[src/rtl/mem_bus_arbiter.sv]
// Round-robin arbiter that lets NUM_CH requesters share one memory port, with one read in flight.
// Define MEM_BUS_ARB_TIMEOUT_EN to add a read-response timeout and the ch_rsp_err output.
module mem_bus_arbiter #(
    parameter int NUM_CH = 4,
    parameter int ADDR_W = 6,
    parameter int DATA_W = 8
) (
    input  logic                       clk,
    input  logic                       rst_n,
    input  logic [NUM_CH-1:0]          ch_req_vld,
    output logic [NUM_CH-1:0]          ch_req_rdy,
    input  logic [2*NUM_CH-1:0]        ch_req_op,
    input  logic [ADDR_W*NUM_CH-1:0]   ch_req_addr,
    input  logic [DATA_W*NUM_CH-1:0]   ch_req_data,
    output logic [NUM_CH-1:0]          ch_rsp_vld,
    output logic [DATA_W-1:0]          ch_rsp_data,
`ifdef MEM_BUS_ARB_TIMEOUT_EN
    output logic                       ch_rsp_err,
`endif
    output logic [1:0]                 mem_req_op,
    output logic [ADDR_W-1:0]          mem_req_addr,
    output logic [DATA_W-1:0]          mem_req_data,
    input  logic                       mem_rsp_vld,
    input  logic [DATA_W-1:0]          mem_rsp_data
);

    localparam int PTR_W  = (NUM_CH > 1) ? $clog2(NUM_CH) : 1;
    localparam int SCAN_W = PTR_W + 1;

    typedef enum logic [1:0] {
        OP_NOP   = 2'd0,
        OP_READ  = 2'd1,
        OP_WRITE = 2'd2,
        OP_RSVD  = 2'd3
    } op_t;

    typedef enum logic [1:0] {
        IDLE,
        ISSUE,
        WAIT_RSP
    } state_t;

    state_t              state_q, state_d;
    logic [PTR_W-1:0]    rr_ptr;
    logic [PTR_W-1:0]    owner;
    logic [PTR_W-1:0]    winner;
    logic [PTR_W-1:0]    next_ptr;
    logic [SCAN_W-1:0]   scan_idx;
    logic                found;
    op_t                 win_op;
    logic                win_is_mem;
    logic [NUM_CH-1:0]   grant;
    logic                timeout_hit;

    // Scan from the round-robin pointer upward with wrap; the first valid channel wins.
    always_comb begin
        // NOTE: every always_comb output gets a default first so no path can infer a latch.
        found    = 1'b0;
        winner   = '0;
        scan_idx = '0;
        for (int k = 0; k < NUM_CH; k++) begin
            scan_idx = {1'b0, rr_ptr} + SCAN_W'(k);
            if (scan_idx >= SCAN_W'(NUM_CH)) begin
                scan_idx = scan_idx - SCAN_W'(NUM_CH);
            end
            if (!found && ch_req_vld[scan_idx[PTR_W-1:0]]) begin
                found  = 1'b1;
                winner = scan_idx[PTR_W-1:0];
            end
        end
    end

    assign win_op     = op_t'(ch_req_op[2*winner +: 2]);
    assign win_is_mem = (win_op == OP_READ) || (win_op == OP_WRITE);
    assign next_ptr   = (winner == PTR_W'(NUM_CH - 1)) ? '0 : winner + 1'b1;

    always_comb begin
        state_d = state_q;
        grant   = '0;
        case (state_q)
            IDLE: begin
                if (found) begin
                    grant[winner] = 1'b1;
                    if (win_is_mem) begin
                        state_d = ISSUE;
                    end
                end
            end
            ISSUE:    state_d = (mem_req_op == OP_READ) ? WAIT_RSP : IDLE;
            WAIT_RSP: if (mem_rsp_vld || timeout_hit) state_d = IDLE;
            default:  state_d = IDLE;
        endcase
    end

    // Accept is combinational, so it must also be forced low while reset is held.
    assign ch_req_rdy = rst_n ? grant : '0;

    always_ff @(posedge clk or negedge rst_n) begin
        if (!rst_n) begin
            state_q <= IDLE;
        end else begin
            state_q <= state_d;
        end
    end

    always_ff @(posedge clk or negedge rst_n) begin
        if (!rst_n) begin
            rr_ptr       <= '0;
            owner        <= '0;
            mem_req_op   <= OP_NOP;
            mem_req_addr <= '0;
            mem_req_data <= '0;
            ch_rsp_vld   <= '0;
            ch_rsp_data  <= '0;
        end else begin
            // NOTE: non-blocking assignments for all registered state; later ones override the pulse defaults.
            mem_req_op <= OP_NOP;
            ch_rsp_vld <= '0;
            if (state_q == IDLE && found) begin
                rr_ptr <= next_ptr;
                if (win_is_mem) begin
                    mem_req_op   <= win_op;
                    mem_req_addr <= ch_req_addr[ADDR_W*winner +: ADDR_W];
                    mem_req_data <= ch_req_data[DATA_W*winner +: DATA_W];
                    owner        <= winner;
                end
            end
            if (state_q == WAIT_RSP) begin
                if (mem_rsp_vld) begin
                    ch_rsp_vld[owner] <= 1'b1;
                    ch_rsp_data       <= mem_rsp_data;
                end else if (timeout_hit) begin
                    ch_rsp_vld[owner] <= 1'b1;
                    ch_rsp_data       <= '0;
                end
            end
        end
    end

`ifdef MEM_BUS_ARB_TIMEOUT_EN
    localparam int TIMEOUT = 16;

    logic [4:0] wait_cnt;

    // Fires in the last waiting cycle so the error pulse lands TIMEOUT cycles after entry.
    assign timeout_hit = (state_q == WAIT_RSP) && !mem_rsp_vld && (wait_cnt == 5'(TIMEOUT - 1));

    always_ff @(posedge clk or negedge rst_n) begin
        if (!rst_n) begin
            wait_cnt   <= '0;
            ch_rsp_err <= 1'b0;
        end else begin
            wait_cnt   <= (state_q == WAIT_RSP) ? wait_cnt + 5'd1 : 5'd0;
            ch_rsp_err <= timeout_hit;
        end
    end
`else
    assign timeout_hit = 1'b0;
`endif

endmodule

[config.mk]
export PLATFORM = sky130hd
export DESIGN_NAME = mem_bus_arbiter
export DESIGN_NICKNAME = d
export VERILOG_FILES = /design/src/rtl/mem_bus_arbiter.sv
export SDC_FILE = /design/constraint.sdc
export NUM_CORES = 1
export LEC_CHECK = 0
export ABC_CLOCK_PERIOD_IN_PS = 7700
export CAP_MARGIN = 10
export CORE_MARGIN = 2
export CORE_UTILIZATION = 30
export DETAILED_ROUTE_END_ITERATION = 8
export MAX_ROUTING_LAYER = met4
export SLEW_MARGIN = 20
export SYNTH_ARGS = -nofsm -noshare
export SYNTH_HDL_FRONTEND = slang
export SYNTH_SLANG_ARGS = --single-unit
[constraint.sdc]
create_clock -name clk -period 7.7 [get_ports clk]
set_input_delay 0.77 -clock clk [delete_from_list [all_inputs] [get_ports clk]]
set_output_delay 0.77 -clock clk [all_outputs]
set_load 0.05 [all_outputs]
==> flow_metrics.tcl <==
set metrics [dict create \
    totalWireLength_mm 6.088 \
    synth_fp_nets 308 \
    synth_simple_gate_area_share_pct 18.15 \
    power.total_mw 1.296 \
    vias 2021 \
    path_max_fanout 32 \
    ant_nets 0 \
    syn_avg_cell_area_um2 9.364 \
    yosys.area_share.adder_pct 3.595 \
    power_frac_seq_pct 24.2 \
    cap_violations 0 \
    hold_buffers 0 \
    drive_above_1_share_pct 6.079 \
    dieArea_mm2 0.007644 \
    fin_worst_skew_ns 0.003196 \
    min_period_ns 4.616 \
    synthTopCellsByArea "dfrtp_1, mux2i_1, nand2_1" \
    antenna_cells 0 \
    clk_pin_slew_ns 0.07 \
    clkPwrFrac_pct 15.3 \
    switching_share_pct 47.57 \
    post_cts_resized 0 \
    final_util_pct 49.69 \
    dieHeight_um 87.43 \
    combPwrFrac_pct 60.6 \
    dp_cells 400 \
    required_ns 7.90 \
    final-instance-count-excl-fill 409 \
    fmax_ghz 0.2166 \
    period_share_pct 59.95 \
    initial_core_util_pct 30.91 \
    io_buffers 110 \
    grt_antenna_before_repair 0 \
    worstSetupEndpointType "register" \
    fillers 652 \
    holdWs_ns 0.4795 \
    fin_nets 413 \
    dp_hpwl_mm 4.459 \
    setup_viol 0 \
    regArea_um2 850.8 \
    hp-class "reg2reg" \
    critPathKind "in2reg" \
    setup_tns_ns 0 \
    synth_compound_area_share_pct 20.43 \
    grtUsageTotal_pct 17.18 \
    grt_max_degree 39 \
    remaining_drc_errors 0 \
    fp.coreArea_mm2 0.006756 \
    muxShareOfSynthArea_pct 11.92 \
    postCtsSetupBuffers 0 \
    clk_latency_ns 0.29 \
    grt_pass1_wl_mm 9.880 \
    ys_ff_latch 34 \
    areaGrowthSynthToFinish_pct 60.75 \
    synth_top_area_share_pct 40.74 \
    netlist_instances 223 \
    grt_overflow 0 \
    dr.pass1.iters 4 \
    synth_cell_types 35 \
    routabilityCongestion 0.8387 \
    cts-root-buf "clkbuf_8" \
    power_density_mw_per_mm2 386.1 \
    wl_per_cell_um 14.89 \
    slew_viol_final 0 \
    cts_max_path_buffers 2 \
    vdd_drop_max_v 0.0001295 \
    cts_tree "yes" \
    h-tree-depth 2 \
    p_leak_nw 1.464 \
    cts_made_buffers 5 \
    grt_pass1_vias 2082 \
    clock-sinks 34 \
    p_int_mw 0.6796 \
    die_w_um 87.43 \
    synth_top_family_by_area "compound AO/OA/AOI/OAI gates" \
    synth_area_mm2 0.002088 \
    status "finished clean" \
    tightest_slew_ns 1.015 \
    multi_input_area_mm2 0.001130 \
    cp-start-kind "primary input" \
    ys_seq_area_share_pct 40.74 \
    synth_area_leader_cell "dfrtp_1" \
    drt-vias-per-instance 4.941 \
    num_rows 30 \
    synth_warnings 0 \
    p_sw_mw 0.6166 \
    worstPathArrival_ns 4.82 \
    hold_viol 0 \
    top_level_ports 111 \
    synth_xor_area_share_pct 0 \
    rsz0062_at_grt "no" \
    drt_iter0_drc 121 \
    slew_headroom_pct 32.18 \
]
## cell usage after synthesis (all sizes together)
cell type / number
and3: 5
o21a: 1
mux2i: 20
buf: 8
clkbuf: 5
dfrtp: 34
a221oi: 1
ha: 6
nor2: 6
and2: 2
a21o: 2
nand3b: 2
inv: 7
a2bb2oi: 1
a21oi: 2
a41oi: 1
nor3: 2
nor2b: 1
o21ai: 19
nand4bb: 1
nand2b: 2
a211o: 14
a211oi: 1
nand2: 48
nand3: 14
o211ai: 14
mux2: 4
## worst paths after layout
| path | slack [ns] | cells after the start | from | to |
|---|---|---|---|---|
| min reg2reg | 0.48 | 2 | ch_rsp_data[1]$_DFFE_PN0P_ | ch_rsp_data[1]$_DFFE_PN0P_ |
| max reg2reg | 3.61 | 12 | rr_ptr[1]$_DFFE_PN0P_ | mem_req_addr[4]$_DFFE_PN0P_ |
| min in group asynchronous | 0.57 | 1 | rst_n | state_q[1]$_DFFE_PN0P_ |
| max in group asynchronous | 6.62 | 1 | rst_n | owner[1]$_DFFE_PN0P_ |
| min | 0.48 | 2 | ch_rsp_data[1]$_DFFE_PN0P_ | ch_rsp_data[1]$_DFFE_PN0P_ |
| max | 3.08 | 13 | ch_req_vld[3] | mem_req_addr[4]$_DFFE_PN0P_ |
## worst max-delay path: stages
cell             delay [ns]
clkdlybuf4s50_1        0.60
nor2b_1                0.10
a21o_1                 0.21
a221oi_4               0.56
buf_6                  0.25
mux2i_1                0.26
mux2_2                 0.19
ha_1                   0.21
nor3_1                 0.13
nand2_1                0.60
inv_1                  0.24
nand2_1                0.38
o211ai_1               0.32
## logic make-up (layout without fill, tap and decap cells)
logic type,after synthesis,count (layout)
AND/OR/NAND/NOR,83,83
AO/OA/AOI/OAI,56,56
flip-flops,34,34
multiplexers,24,24
buffers and inverters,20,126
adder cells (fa/ha/maj),6,6
## registers in the layout, summed over array words and instances, names as in the netlist
signal / count
ch_rsp_data: 8
mem_req_data: 8
mem_req_addr: 6
ch_rsp_vld: 4
mem_req_op: 2
owner: 2
rr_ptr: 2
state_q: 2
## metrics by stage
| stage | area, µm² | setup WS (ns) |
|---|---|---|
| final | 3357 | 3.084 |
| after detailed placement | 3208 | 2.480 |
| after global routing | 3357 | 2.631 |
| after global placement | 3208 | 2.639 |
| after floorplan | 2088 | 4.755 |
| after CTS | 3346 | 2.778 |
## power by group through the flow
stage               clock [mW]  combinational (mW)  sequential [mW]
floorplan                    0               0.354            0.513
global placement             0               0.776            0.316
detailed placement           0               0.788            0.316
CTS                      0.203               0.789            0.314
global route             0.213               0.854            0.324
finish                   0.198               0.785            0.313
## layout by cell type, fill, tap and decap left out
cell type / synthesis / layout
and3_1: 5 / 5
o21ai_1: 7 / 7
nand4bb_1: 1 / 1
a211oi_2: 1 / 1
nor3_1: 2 / 2
mux2_4: 1 / 1
mux2i_1: 20 / 20
a21o_1: 2 / 2
a21oi_1: 1 / 1
bufinv_16: 0 / 2
nand2_1: 48 / 48
nor2_4: 1 / 1
o21a_1: 1 / 1
nand3b_1: 2 / 2
clkdlybuf4s50_1: 0 / 109
clkbuf_8: 0 / 5
nor2b_1: 1 / 1
o211ai_1: 14 / 14
a221oi_4: 1 / 1
a21oi_2: 1 / 1
a2bb2oi_1: 1 / 1
o21ai_4: 1 / 1
ha_1: 6 / 6
nor2_1: 5 / 5
and2_1: 2 / 2
mux2_2: 3 / 3
o21ai_0: 11 / 11
nand2b_1: 2 / 2
clkinv_4: 0 / 1
dfrtp_1: 34 / 34
buf_2: 4 / 1
inv_1: 6 / 6
inv_6: 1 / 1
nand3_1: 14 / 14
buf_6: 3 / 1
a211o_1: 14 / 14
a41oi_1: 1 / 1
## routing by layer
layer | vias to the layer above | share of wire [%] | global-route usage (%)
li1 | 1007 | - | -
met1 | 917 | 44 | 20.27
met2 | 91 | 47 | 28.10
met3 | 6 | 8.3 | 5.118
met4 | 0 | 1.0 | 5.455
met5 | - | 0 | -
## final cells by class
type | count | area share (%)
clock buffers | 5 | 2.050
inverters | 7 | 0.9318
well taps | 80 | 2.982
repair buffers | 111 | 32.99
clock inverters | 3 | 2.050
flip-flops and latches | 34 | 25.34
multi-input cells | 169 | 33.66
Power figures use the tool's default switching activity.
